===== config.mk =====
export PLATFORM = sky130hd
export DESIGN_NAME = nmr_scan_sequencer
export DESIGN_NICKNAME = d
export VERILOG_FILES = /design/src/rtl/nmr_scan_sequencer.sv
export SDC_FILE = /design/constraint.sdc
export NUM_CORES = 1
export LEC_CHECK = 0
export BUFFER_PORTS_ARGS = -buffer_cell sky130_fd_sc_hd__buf_2
export CORE_MARGIN = 1
export CORE_UTILIZATION = 35
export DETAILED_ROUTE_END_ITERATION = 10
export GPL_ROUTABILITY_DRIVEN = 0
export PLACE_DENSITY = 0.62
export RECOVER_POWER = 100
export SLEW_MARGIN = 20
export SYNTH_ARGS = -nofsm -noshare
export SYNTH_HDL_FRONTEND = slang
export SYNTH_SLANG_ARGS = --single-unit
export TNS_END_PERCENT = 50

===== constraint.sdc =====
create_clock -name i_clk -period 3.5 [get_ports i_clk]
set_input_delay 0.175 -clock i_clk [delete_from_list [all_inputs] [get_ports i_clk]]
set_output_delay 0.175 -clock i_clk [all_outputs]
set_load 0.01 [all_outputs]

===== src/rtl/nmr_scan_sequencer.sv =====
// -----------------------------------------------------------------------------
// nmr_scan_sequencer
// Multi-scan controller for the NMR pulse program. One accepted RUN request
// produces NUM_SCANS back-to-back CPMG scans. For each scan it issues a
// one-cycle start pulse, follows the pulse program busy flag until the scan
// ends, then waits SCAN_DELAY recovery cycles. The phase-cycle select toggles
// per scan when enabled.
//
// Ports
//   i_clk           system clock, rising edge
//   i_reset_n       synchronous active-low reset
//   i_run           one-cycle series request, honoured only when idle
//   i_abort         stop the series (beats i_run in the same cycle)
//   i_num_scans     scans per series, latched on accepted run
//   i_scan_delay    recovery cycles between scans, latched on accepted run
//   i_phase_cyc_en  per-scan phase alternation enable, latched on accepted run
//   i_pp_fsmstat    pulse program busy (1 = scan in progress)
//   o_pp_start      one-cycle start pulse to the pulse program
//   o_pp_phase_cyc  phase-cycle select, stable for the whole scan
//   o_busy          sequencer not idle
//   o_done          one-cycle pulse when the series completes
//   o_err           sticky: pulse program never acknowledged a start
//   o_scan_cnt      completed scans in the current/last series
// -----------------------------------------------------------------------------
module nmr_scan_sequencer #(
    parameter int DATABUS_WIDTH = 32,
    parameter int ACK_TIMEOUT   = 16
) (
    input  logic                     i_clk,
    input  logic                     i_reset_n,
    input  logic                     i_run,
    input  logic                     i_abort,
    input  logic [DATABUS_WIDTH-1:0] i_num_scans,
    input  logic [DATABUS_WIDTH-1:0] i_scan_delay,
    input  logic                     i_phase_cyc_en,
    input  logic                     i_pp_fsmstat,
    output logic                     o_pp_start,
    output logic                     o_pp_phase_cyc,
    output logic                     o_busy,
    output logic                     o_done,
    output logic                     o_err,
    output logic [DATABUS_WIDTH-1:0] o_scan_cnt
);

    localparam int DW   = DATABUS_WIDTH;
    localparam int WD_W = (ACK_TIMEOUT > 2) ? $clog2(ACK_TIMEOUT) : 1;

    // The watchdog starts at zero in the first WAIT_ACK cycle (one cycle after
    // the start pulse), so the last tolerated value is ACK_TIMEOUT-2; this puts
    // ERR exactly ACK_TIMEOUT cycles after the start pulse.
    localparam logic [WD_W-1:0] WD_LAST = WD_W'(ACK_TIMEOUT - 2);
    localparam logic [WD_W-1:0] WD_ONE  = WD_W'(1);
    localparam logic [DW-1:0]   CNT_ONE = DW'(1);

    localparam logic [2:0] S_IDLE     = 3'd0;
    localparam logic [2:0] S_START    = 3'd1;
    localparam logic [2:0] S_WAIT_ACK = 3'd2;
    localparam logic [2:0] S_WAIT_END = 3'd3;
    localparam logic [2:0] S_DELAY    = 3'd4;
    localparam logic [2:0] S_DRAIN    = 3'd5;

    logic [2:0]      r_state;
    logic [DW-1:0]   r_num_scans;
    logic [DW-1:0]   r_scan_delay;
    logic            r_phase_en;
    logic [DW-1:0]   r_scan_cnt;
    logic [DW-1:0]   r_dly_cnt;
    logic [WD_W-1:0] r_wd_cnt;
    logic            r_pp_start;
    logic            r_phase;
    logic            r_busy;
    logic            r_done;
    logic            r_err;

    logic [2:0]      w_state_nxt;
    logic [DW-1:0]   w_cnt_nxt;
    logic [DW-1:0]   w_cnt_inc;
    logic [DW-1:0]   w_dly_nxt;
    logic [WD_W-1:0] w_wd_nxt;
    logic            w_done_nxt;
    logic            w_err_nxt;
    logic            w_accept;

    // Saturating scan-count increment: never passes the latched scan total
    always_comb begin
        if (r_scan_cnt == r_num_scans) begin
            w_cnt_inc = r_scan_cnt;
        end else begin
            w_cnt_inc = r_scan_cnt + CNT_ONE;
        end
    end

    // Next-state, counter and pulse decisions for the sequencer
    always_comb begin
        w_state_nxt = r_state;
        w_cnt_nxt   = r_scan_cnt;
        w_dly_nxt   = r_dly_cnt;
        w_wd_nxt    = r_wd_cnt;
        w_done_nxt  = 1'b0;
        w_err_nxt   = r_err;
        w_accept    = 1'b0;
        case (r_state)
            S_IDLE: begin
                if (i_run && !i_abort) begin
                    w_accept  = 1'b1;
                    w_err_nxt = 1'b0;
                    w_cnt_nxt = '0;
                    // An empty series completes immediately without a scan
                    if (i_num_scans == '0) begin
                        w_done_nxt = 1'b1;
                    end else begin
                        w_state_nxt = S_START;
                    end
                end else begin
                    w_state_nxt = S_IDLE;
                end
            end
            S_START: begin
                w_wd_nxt = '0;
                if (i_abort) begin
                    w_state_nxt = i_pp_fsmstat ? S_DRAIN : S_IDLE;
                end else begin
                    w_state_nxt = S_WAIT_ACK;
                end
            end
            S_WAIT_ACK: begin
                if (i_abort) begin
                    w_state_nxt = i_pp_fsmstat ? S_DRAIN : S_IDLE;
                end else if (i_pp_fsmstat) begin
                    w_state_nxt = S_WAIT_END;
                end else if (r_wd_cnt == WD_LAST) begin
                    w_err_nxt   = 1'b1;
                    w_state_nxt = S_IDLE;
                end else begin
                    w_wd_nxt = r_wd_cnt + WD_ONE;
                end
            end
            S_WAIT_END: begin
                if (i_abort) begin
                    w_state_nxt = S_DRAIN;
                end else if (!i_pp_fsmstat) begin
                    w_cnt_nxt = w_cnt_inc;
                    w_dly_nxt = '0;
                    if (r_scan_delay != '0) begin
                        w_state_nxt = S_DELAY;
                    end else if (w_cnt_inc == r_num_scans) begin
                        w_done_nxt  = 1'b1;
                        w_state_nxt = S_IDLE;
                    end else begin
                        w_state_nxt = S_START;
                    end
                end else begin
                    w_state_nxt = S_WAIT_END;
                end
            end
            S_DELAY: begin
                if (i_abort) begin
                    w_state_nxt = S_IDLE;
                end else if (r_dly_cnt == (r_scan_delay - CNT_ONE)) begin
                    if (r_scan_cnt == r_num_scans) begin
                        w_done_nxt  = 1'b1;
                        w_state_nxt = S_IDLE;
                    end else begin
                        w_state_nxt = S_START;
                    end
                end else begin
                    w_dly_nxt = r_dly_cnt + CNT_ONE;
                end
            end
            S_DRAIN: begin
                if (!i_pp_fsmstat) begin
                    w_state_nxt = S_IDLE;
                end else begin
                    w_state_nxt = S_DRAIN;
                end
            end
            default: begin
                w_state_nxt = S_IDLE;
            end
        endcase
    end

    // State, counters, latched parameters and registered outputs
    always_ff @(posedge i_clk) begin
        if (!i_reset_n) begin
            r_state      <= S_IDLE;
            r_num_scans  <= '0;
            r_scan_delay <= '0;
            r_phase_en   <= 1'b0;
            r_scan_cnt   <= '0;
            r_dly_cnt    <= '0;
            r_wd_cnt     <= '0;
            r_pp_start   <= 1'b0;
            r_phase      <= 1'b0;
            r_busy       <= 1'b0;
            r_done       <= 1'b0;
            r_err        <= 1'b0;
        end else begin
            r_state    <= w_state_nxt;
            r_scan_cnt <= w_cnt_nxt;
            r_dly_cnt  <= w_dly_nxt;
            r_wd_cnt   <= w_wd_nxt;
            r_done     <= w_done_nxt;
            r_err      <= w_err_nxt;
            r_pp_start <= (w_state_nxt == S_START);
            r_busy     <= (w_state_nxt != S_IDLE);
            if (w_accept) begin
                r_num_scans  <= i_num_scans;
                r_scan_delay <= i_scan_delay;
                r_phase_en   <= i_phase_cyc_en;
            end else begin
                r_num_scans  <= r_num_scans;
                r_scan_delay <= r_scan_delay;
                r_phase_en   <= r_phase_en;
            end
            // Scan index equals the completed-scan count at the moment a new
            // scan starts; on the first scan the enable is not yet latched but
            // the index is zero, so phase 0 results either way.
            if (w_state_nxt == S_START) begin
                r_phase <= r_phase_en & w_cnt_nxt[0];
            end else begin
                r_phase <= r_phase;
            end
        end
    end

    assign o_pp_start     = r_pp_start;
    assign o_pp_phase_cyc = r_phase;
    assign o_busy         = r_busy;
    assign o_done         = r_done;
    assign o_err          = r_err;
    assign o_scan_cnt     = r_scan_cnt;

endmodule


# After elaboration in Yosys (flattened, before gate mapping)

Index checks and enable logic that the tools add are counted.

Equality and inequality tests: 19
Divide/modulo/power cells: 0
Add/sub/neg operators: 4
Bitwise operators: 1
Multiplexer cells: 46
Reductions and logical operators: 14
Shift operators: 0
Order comparisons: 0
$mul: 0

Operators by type and width:

| cell                                                | number |
|---|---|
| two-way mux 32 bit                                  | 8 |
| case mux 32 bit (2 select lines)                    | 2 |
| == test 32 bit                                      | 3 |
| adder 32 x 1 -> 32 bit (second input constant)      | 2 |
| two-way mux 3 bit                                   | 12 |
| zero test 32 bit                                    | 1 |
| nonzero test 32 bit                                 | 1 |
| subtractor 32 x 1 -> 32 bit (second input constant) | 1 |
| != test 2 bit (second input constant)               | 9 |
| case mux 3 bit (6 select lines)                     | 1 |
| two-way mux 1 bit                                   | 17 |
| two-way mux 4 bit                                   | 3 |
| AND reduction 5 bit                                 | 2 |
| case mux 4 bit (2 select lines)                     | 1 |
| AND reduction 4 bit                                 | 2 |
| nonzero test 2 bit                                  | 4 |
| == test 3 x 1 -> 1 bit (second input constant)      | 2 |
| == test 3 x 2 -> 1 bit (second input constant)      | 2 |
| == test 3 bit (second input constant)               | 2 |
| adder 4 x 1 -> 4 bit (second input constant)        | 1 |
| == test 4 bit (second input constant)               | 1 |
| zero test 3 bit                                     | 1 |
| case mux 1 bit (3 select lines)                     | 1 |
| nonzero test 3 bit                                  | 1 |
| other kinds (4)                                     | 4 |

Bits in latches: 0
ROM bits: 0
Memory bits (writable): 0
Memories: 0
Register bits: 141
Logic and storage cells: 97
Bits of input ports: 70

# Depth between registers and ports, before layout

Gate-level depths: netlist of the first run.

Word-level depth: 9
Gate-level depth with buffers: 15

# Least setup slack after synthesis of the first run

Ideal clock, no wire load.

Kind: register -> register
Start point: register r_scan_delay[0]
End point: register r_dly_cnt[22]
Arrival time: 3103 ps
Setup time: 128 ps
Stages on the path, launching flop included: 16
Slack: 270 ps
Cells stage by stage: dfxtp_1 > inv_1 > ha_1 > or3b_2 > clkbuf_1 > or3_1 > a2111oi_2 > o22ai_1 > nor4_2 > nand4_2 > o21ai_4 > nor2_2 > buf_6 > nand3_1 > xor2_1 > nor2_1

Cells in the longest elaborated chain, start to end: 4

Ends and longest elaborated chain:

| item                                 | line | text |
|---|---|---|
| start: declaration                   | 64   | `logic [DW-1:0] r_scan_delay;` |
| start signal: assignment             | 209  | `r_scan_delay <= i_scan_delay;` |
| start signal: assignment             | 213  | `r_scan_delay <= r_scan_delay;` |
| subtractor 32 x 1 -> 32 bit          | 159  | `end else if (r_dly_cnt == (r_scan_delay - CNT_ONE)) begin` |
| == test 32 bit                       | 159  |  |
| != test 2 bit (no source line)       | -    |  |
| AND reduction 5 bit (no source line) | -    |  |
| end signal: assignment               | 201  | `r_dly_cnt <= w_dly_nxt;` |
| end: declaration                     | 67   | `logic [DW-1:0] r_dly_cnt;` |

Every way passes these cells.
A chain may end at the register's enable or synchronous reset.

# Worst setup path in the final report of the first run

Start point: register r_scan_cnt[0] (netlist: o_scan_cnt[0])
End point: register r_pp_start (netlist: o_pp_start)

Cells in the longest elaborated chain, start to end: 9

Ends and longest elaborated chain:

| item                                                            | line        | text |
|---|---|---|
| start: declaration                                              | 66          | `logic [DW-1:0] r_scan_cnt;` |
| start signal: assignment                                        | 200         | `r_scan_cnt <= w_cnt_nxt;` |
| adder 32 x 1 -> 32 bit / == test 32 bit (equally long branches) | 89, 86, 160 |  |
| two-way mux 32 bit                                              | 86          | `if (r_scan_cnt == r_num_scans) begin` |
| == test 32 bit                                                  | 146         | `end else if (w_cnt_inc == r_num_scans) begin` |
| two-way mux 1 bit                                               | 146         |  |
| two-way mux 3 bit                                               | 144         | `if (r_scan_delay != '0) begin` |
| two-way mux 3 bit                                               | 141         | `end else if (!i_pp_fsmstat) begin` |
| two-way mux 3 bit                                               | 139         | `if (i_abort) begin` |
| case mux 3 bit (6 select lines) *                               | 102         | `case (r_state)` |
| == test 3 x 1 -> 1 bit *                                        | 205         | `r_pp_start <= (w_state_nxt == S_START);` |
| end signal: assignment                                          | 205         |  |
| end: declaration                                                | 69          | `logic r_pp_start;` |

Mark *: on every way between the ends. The rest lies on a longest branch, timed or not.

==> impl_results.rst, run 1 <==
.. list-table::
   :header-rows: 1

   * - Metric
     - Value
   * - Crit-path leading delay family
     - simple AND/OR/NAND/NOR gates
   * - Area of the die
     - 24,500 µm²
   * - Width of the chip
     - roughly 160 µm
   * - HPWL after detailed placement
     - between 15 and 20 mm
   * - Number of setup violations in the final report
     - 0
   * - Count of port buffers added during placement
     - around 110
   * - Library cell used as clock root buffer
     - clkbuf_16
   * - Arrival time worst endpoint
     - 3.66 ns
   * - Standard cell with the maximum stage delay on the critical path
     - or4_1
   * - Fraction of layout cells with a size suffix above 1
     - between 10% and 20%
   * - Leakage power figure
     - between 0.003 and 0.004 µW
   * - Slew margin rel.
     - -8.23%
   * - Detail Route Antenna Nets
     - 0
   * - Buf+Inv Stages, Crit Path
     - 1
   * - Global-route total usage across every layer
     - a little over a fifth
   * - Number of vias per cell after detailed routing
     - roughly 5.3
   * - Ports placed on the boundary
     - 107
   * - Critical path peak fanout
     - 15
   * - Leftover overflow at the end of global routing
     - 0
   * - Count of flip-flops with a built-in enable after synthesis
     - 0
   * - Chain of cells forming the critical path
     - xor2_1 -> or4_1 -> nor3_1 -> nand3_1 -> buf_4 -> nand2_1 -> or2_2 -> a21oi_1 -> a311oi_1 -> nand4_1 -> a21oi_1 -> and3b_1
   * - Synthesized netlist net count
     - around 1,200
   * - First-pass GRT wire length
     - between 30 and 40 mm
   * - Critical path type
     - reg -> reg
   * - Worst stage delay on the critical path
     - approximately 0.51 ns
   * - Netlist Area Pre-Place
     - 8350 µm²
   * - Core Footprint
     - 23,400 µm²
   * - Element type at the critical path end
     - flip-flop
   * - Total length of routed wires
     - approximately 26 mm
   * - Capturing element of the worst setup path
     - o_pp_start
   * - Maximum clock insertion buffer count
     - 2
   * - Required @ worst endpoint
     - between 3 and 4 ns
   * - Count of H-tree levels built during CTS
     - 4
   * - Nets
     - around 1,300
   * - Critical Path Start
     - o_scan_cnt[0]
   * - Initial core utilization
     - a little over a third
   * - Count of state elements after synthesis
     - between 100 and 150
   * - Power density of the placed cells
     - between 400 and 500 nW/µm²
   * - CTS clk-pin slew, worst paths
     - about 0.06 ns
   * - Failing checks
     - capacitance limit, slew limit
   * - Share of the clock period used by the worst path
     - a little over nine tenths
   * - RSZ-0062 raised after global routing
     - true
   * - Number of maximum-capacitance violations
     - 1
   * - Worst-skew pair later-pin latency
     - around 0.43 ns
   * - Area growth, synth to finish
     - 23.6%
   * - Final setup margin
     - around 0.17 ns
   * - Die height
     - about 160 µm
   * - Synthesized instance count
     - approximately 1,100
   * - Final hold slack
     - ~0.0041 ns
   * - Vias post-DR
     - around 8,300
   * - Placed Instances
     - 1,507
   * - Via count of the first global-routing pass
     - 7,430
   * - Initial antenna violation count
     - 2
   * - Share of flip-flops with an asynchronous set or reset after synthesis
     - 0%
   * - Reg2reg path depth
     - 12
   * - Instance count on the critical path
     - 12
   * - Largest net degree at the start of global routing
     - approximately 50
   * - Sequential-to-total area share from yosys stat
     - about a third
   * - Transition time of the tightest slew-check pin
     - around 1.6 ns
   * - Syn_area_per_cell
     - around 7.7 µm²
   * - Clock period minus worst slack
     - approximately 3.3 ns
   * - Violation count after the first detailed-routing iteration
     - 730
   * - Highest achievable clock rate
     - approximately 0.30 GHz
   * - Number of remaining DRC errors
     - 0
   * - Sort of element at the start of the critical path
     - flip-flop
   * - TritonRoute pass-1 iters
     - 6
   * - Synth Warn #
     - 0
   * - Maximum VDD drop
     - 0.000274 V
   * - Cell seen most often among critical-path stages
     - a21oi_1
   * - Clock tree from TritonCTS
     - yes
   * - Cell Rows
     - 56
   * - Register-to-Register Setup Slack
     - 0.17 ns
   * - Non-filler cells, final
     - approximately 1,600
   * - TritonCTS buffer count
     - 17
   * - Average detailed-routed wire length per instance
     - ~16 µm
   * - Largest clock skew in the final design
     - around 0.011 ns
   * - Distinct cell type count after synthesis
     - 69
   * - Pre-CTS WS
     - -0.00835 ns
   * - Class of the tightest hold or removal check
     - in -> reg
   * - TritonCTS sink count
     - 141
   * - Worst flop-to-flop path startpoint
     - o_scan_cnt[0]
   * - Worst r2r dst
     - o_pp_start
   * - Top_reg_cell synth
     - dfxtp_1
   * - Number of slew-limit violations in the final report
     - 33
   * - Number of hold-slack violations in the final timing report
     - 0
   * - Run status
     - finished with violations
==> stage by stage <==
stage	power [µW]	cell area, µm²	utilization (%)	setup TNS [ns]
after floorplan	2120	8350	-	0
after CTS	4180	10400	44.3	0
after global routing	4320	10300	44.1	-0.0677
after global placement	2360	9510	40.6	0
final	4170	10300	44.1	0
after detailed placement	2360	9510	40.6	-0.00835
==> where the power goes <==
part / internal (µW) / switching (µW)
clock: 1000 / 803
sequential: 1650 / 48.7
combinational: 291 / 373
==> flip-flops by register name, indices dropped and copies added (netlist names) <==
signal and cells:
o_busy 1, r_phase_en 1, o_err 1, r_num_scans 32, r_scan_delay 32, o_pp_start 1
o_done 1, r_wd_cnt 4, o_pp_phase_cyc 1, r_dly_cnt 32, o_scan_cnt 32, r_state 3
==> per-layer routing <==
layer | vias up | part of all wire (%) | GRT usage (%)
met3 | 36 | 5.9 | 3.96
met4 | 2 | 2.2 | 7.66
met5 | - | 0.051 | 0
met2 | 263 | 41 | 29.3
met1 | 3891 | 51 | 31.0
li1 | 4147 | - | -
==> cell usage in the layout, fill, tap and decap left out, types with 14 or more instances in the layout <==
cell             n
nand4_1         30
and3_1          22
nor4_1          25
nor2_1          72
xor2_1          41
nand3_1         48
nand2_1        194
xnor2_1         67
a21boi_0        73
a21oi_1         31
nor3_1          26
o21ai_0         39
clkbuf_16       17
dfxtp_1        140
dlygate4sd3_1   27
or4_1           14
buf_4           50
or3_1           24
buf_2           79
clkbuf_1        37
==> Yosys cell counts (all sizes together), types with 24 or more instances <==
master,count,area (µm²)
nor3,26,130
xor2,41,359
a21boi,74,556
o21ai,40,211
clkbuf,51,191
nor2,74,283
nor4,30,213
a21oi,31,155
nand2,194,728
nand4,31,200
dfxtp,141,2820
xnor2,67,587
or3,24,150
nand3,48,240
==> worst register-to-register path, cell delays in order, from the launching register on <==
cell and delay [ns]:
dfxtp_1 0.46, xor2_1 0.13, or4_1 0.51, nor3_1 0.32
nand3_1 0.21, buf_4 0.26, nand2_1 0.16, or2_2 0.13
a21oi_1 0.06, a311oi_1 0.28, nand4_1 0.21, a21oi_1 0.29
and3b_1 0.21
==> cell families (layout without fill, tap and decap cells) <==
logic type	after synthesis	in the layout	share of synthesized area [%]
muxes	8	8	0.974
and+or+nand+nor	529	530	31.8
AOI/OAI and AO/OA	217	217	17.9
buffers and inverters	71	240	3.42
adders and majority gates	5	5	0.749
other	0	1	0
DFF	141	141	33.8
xor gates and xnor gates	108	108	11.3
==> final cells by class <==
class / count / area (µm²)
Timing Repair Buffer: 196 / 1200
Clock buffer: 17 / 425
Tap cell: 319 / 399
Sequential cell: 141 / 2820
Antenna cell: 1 / 2.50
Inverter: 12 / 45.0
Clock inverter: 15 / 154
Multi-Input combinational cell: 868 / 5270
Fill cell: 2453 / 13100
==> timing repair <==
action                     CTS  global route
gates resized for setup      1             5
hold endpoints to repair    27             0
gates cloned                 0             1
pin swaps                    0             4
hold buffers                27             0
buffers inserted             0             1
setup endpoints to repair    7            25
==> worst min path at each step <==
| stage | from | end | depth (start not counted) |
|---|---|---|---|
| final | i_scan_delay[23] | r_scan_delay[23] | 3 |
| after global routing | i_num_scans[17] | r_num_scans[17] | 3 |
| after CTS | i_num_scans[11] | r_num_scans[11] | 3 |
| after detailed placement | i_scan_delay[10] | r_scan_delay[10] | 3 |
| after global placement | i_scan_delay[31] | r_scan_delay[31] | 3 |
| after floorplan | i_num_scans[22] | r_num_scans[22] | 2 |
Power figures use the tool's default switching activity.
==> run 2: changes to the inputs <==
Settings changed: CORE_UTILIZATION 35 to 40, PLACE_DENSITY 0.62 to 0.68.
==> run 2 against run 1 <==
  * The flow now finishes without violations
  * Combinational power down 6.0%
  * Register-to-register slack better by 0.02 ns
  * Clock skew shrank 0.0040 ns
  * Sequential share of layout area increased by 0.76 points
  * Non-clock buffer count is 36 lower
  * Sequential power about the same
  * Sequential cell count unchanged
  * Die area is 12% lower
  * First-iteration DRC count is 5.8% higher
  * Critical path depth rose by 1
  * Worst hold slack better by 0.0037 ns
  * Critical path type unchanged
  * Largest cell class unchanged
==> impl_results.rst, run 2 (synthesized netlist as in run 1, its figures left out) <==
.. list-table::
   :header-rows: 1

   * - Metric
     - Value
   * - Number of diodes added for antenna fixing
     - 0
   * - Core Footprint
     - just over 20,000 µm²
   * - Power density of the placed cells
     - approximately 420 nW/µm²
   * - Count of port buffers added during placement
     - ~110
   * - Via count of the first global-routing pass
     - ~7,400
   * - Largest net degree at the start of global routing
     - 67
   * - Number of hold-slack violations in the final timing report
     - 0
   * - Number of remaining DRC errors
     - 0
   * - Global-route total usage across every layer
     - 22.8%
   * - Ports placed on the boundary
     - approximately 110
   * - Clock tree from TritonCTS
     - yes
   * - Highest routed metal layer
     - met4
   * - Worst stage delay on the critical path
     - approximately 0.42 ns
   * - Slew margin rel.
     - under 10%
   * - TritonCTS buffer count
     - 17
   * - Highest achievable clock rate
     - 0.302 GHz
   * - Leakage power figure
     - 0.00364 µW
   * - Maximum clock insertion buffer count
     - 2
   * - Initial antenna violation count
     - 0
   * - TritonCTS sink count
     - 141
   * - Met3 wirelength from detailed routing
     - 1.60 mm
   * - Run status
     - finished, final reports clean
   * - Placed Instances
     - about 1,400
   * - Largest clock skew in the final design
     - slightly above 0.007 ns
   * - Crit-path leading delay family
     - simple AND/OR/NAND/NOR gates
   * - Share of the clock period used by the worst path
     - between 90% and 100%
   * - Routed met2 length
     - a little under 10 mm
   * - Cell Rows
     - between 50 and 60
   * - Standard cell with the maximum stage delay on the critical path
     - nor4_1
   * - Most common library cell in the layout ignoring fill and taps
     - nand2_1
   * - Fin util
     - 49.3%
   * - Library cell used as clock root buffer
     - clkbuf_16
   * - Commonest cells after routing, fill and taps aside
     - 194 x nand2_1, 141 x dfxtp_1, 78 x buf_2
   * - Initial core utilization
     - slightly above 40%
   * - First-pass GRT wire length
     - between 30 and 40 mm
   * - Average detailed-routed wire length per instance
     - around 16 µm
   * - Fraction of layout cells with a size suffix above 1
     - approximately 14%
   * - Number of setup violations in the final report
     - 0
   * - Number of vias per cell after detailed routing
     - approximately 5.5
   * - Footprint of the flip-flops and latches
     - 2820 µm²
   * - Reg2reg path depth
     - 13
   * - Area growth, synth to finish
     - 20.2%
   * - Area of the die
     - ~21,000 µm²
   * - Element type at the critical path end
     - flip-flop
   * - Arrival time worst endpoint
     - between 3 and 4 ns
   * - Overall power of the completed layout
     - around 4200 µW
   * - Critical path peak fanout
     - 8
   * - Transition time of the tightest slew-check pin
     - around 1.4 ns
   * - Total length of routed wires
     - approximately 24 mm
   * - Leftover overflow at the end of global routing
     - 0
   * - Class of the tightest hold or removal check
     - in -> reg
   * - Buf+Inv Stages, Crit Path
     - 2
   * - Chain of cells forming the critical path
     - buf_4 -> xnor2_1 -> nand4_1 -> nor4_1 -> nand3_1 -> buf_4 -> a21boi_0 -> a21oi_1 -> mux2i_1 -> a22o_1 -> nand4_1 -> or3_1 -> a21oi_1
   * - Number of fillers in the final layout
     - roughly 2,000
   * - Clock period minus worst slack
     - between 3 and 4 ns
   * - Instance count on the critical path
     - 13
   * - Width of the chip
     - ~150 µm
   * - Critical path type
     - reg -> reg
   * - Worst-skew pair later-pin latency
     - around 0.42 ns
   * - Non-filler cells, final
     - approximately 1,500
   * - Required @ worst endpoint
     - ~3.9 ns
   * - Number of slew-limit violations in the final report
     - 0
   * - Hold Path Cell Cnt
     - 3
   * - Count of H-tree levels built during CTS
     - 4
   * - Detail Route Antenna Nets
     - 0
   * - Vias post-DR
     - around 8,200
   * - Maximum VDD drop
     - ~0.00032 V
   * - Number of maximum-capacitance violations
     - 0
   * - CTS clk-pin slew, worst paths
     - 0.06 ns
   * - HPWL after detailed placement
     - about 18 mm
   * - Sort of element at the start of the critical path
     - flip-flop
   * - Multi-input logic area
     - approximately 5300 µm²
   * - Nets
     - between 1,000 and 1,500
   * - Violation count after the first detailed-routing iteration
     - about 770
   * - Met1 Wirelength
     - around 12 mm
   * - TritonRoute pass-1 iters
     - 5
   * - Die height
     - 146 µm
## run 2: worst paths after layout
| path | startpoint | to | slack, ns |
|---|---|---|---|
| setup / recovery | o_scan_cnt[2] | o_done | 0.19 |
| hold reg to reg | r_phase_en | o_pp_phase_cyc | 0.46 |
| setup reg to reg | o_scan_cnt[2] | o_done | 0.19 |
| hold / removal | i_scan_delay[21] | r_scan_delay[21] | 0.008 |
## run 2: timing repair
item	CTS	global route
endpoints found under the setup margin	0	34
resized for setup	0	12
hold endpoints to repair	12	0
hold buffers	12	0
setup buffers	0	2
## run 2: per-layer routing
metal	up-vias	GRT usage, %
li1	4079	-
met1	3789	34.2
met2	287	31.7
met3	52	3.94
met4	0	9.53
met5	-	0
## run 2: layout make-up
type / instances / area share, %
clock inverter: 9 / 1.35
inverter: 12 / 0.449
multi-input combinational: 867 / 52.9
timing repair buffer: 160 / 8.97
sequential: 141 / 28.1
tap: 270 / 3.37
clock buffer: 22 / 4.83
## run 2: power by group
part	internal, µW	leakage (µW)	switching, µW	total, µW
clock network	1190	0.000294	687	1880
registers	1650	0.00114	57.6	1710
logic	268	0.00220	356	624
total	3110	0.00364	1100	4210
## run 2: metrics by stage
step           area, µm²  setup slack (ns)  hold slack [ns]  setup TNS [ns]
2_1_floorplan       8350             0.270            0.320               0
3_3_place_gp        9300             0.193            0.430               0
3_5_place_dp        9300             0.139            0.434               0
4_1_cts            10000             0.106          0.00217               0
5_1_grt            10000           -0.0283          0.00614         -0.0414
6_report           10000             0.194          0.00779               0
## run 2: worst min-delay path: stages
cell	delay, ns
buf_2	0.10
nand2_1	0.05
a21boi_0	0.06
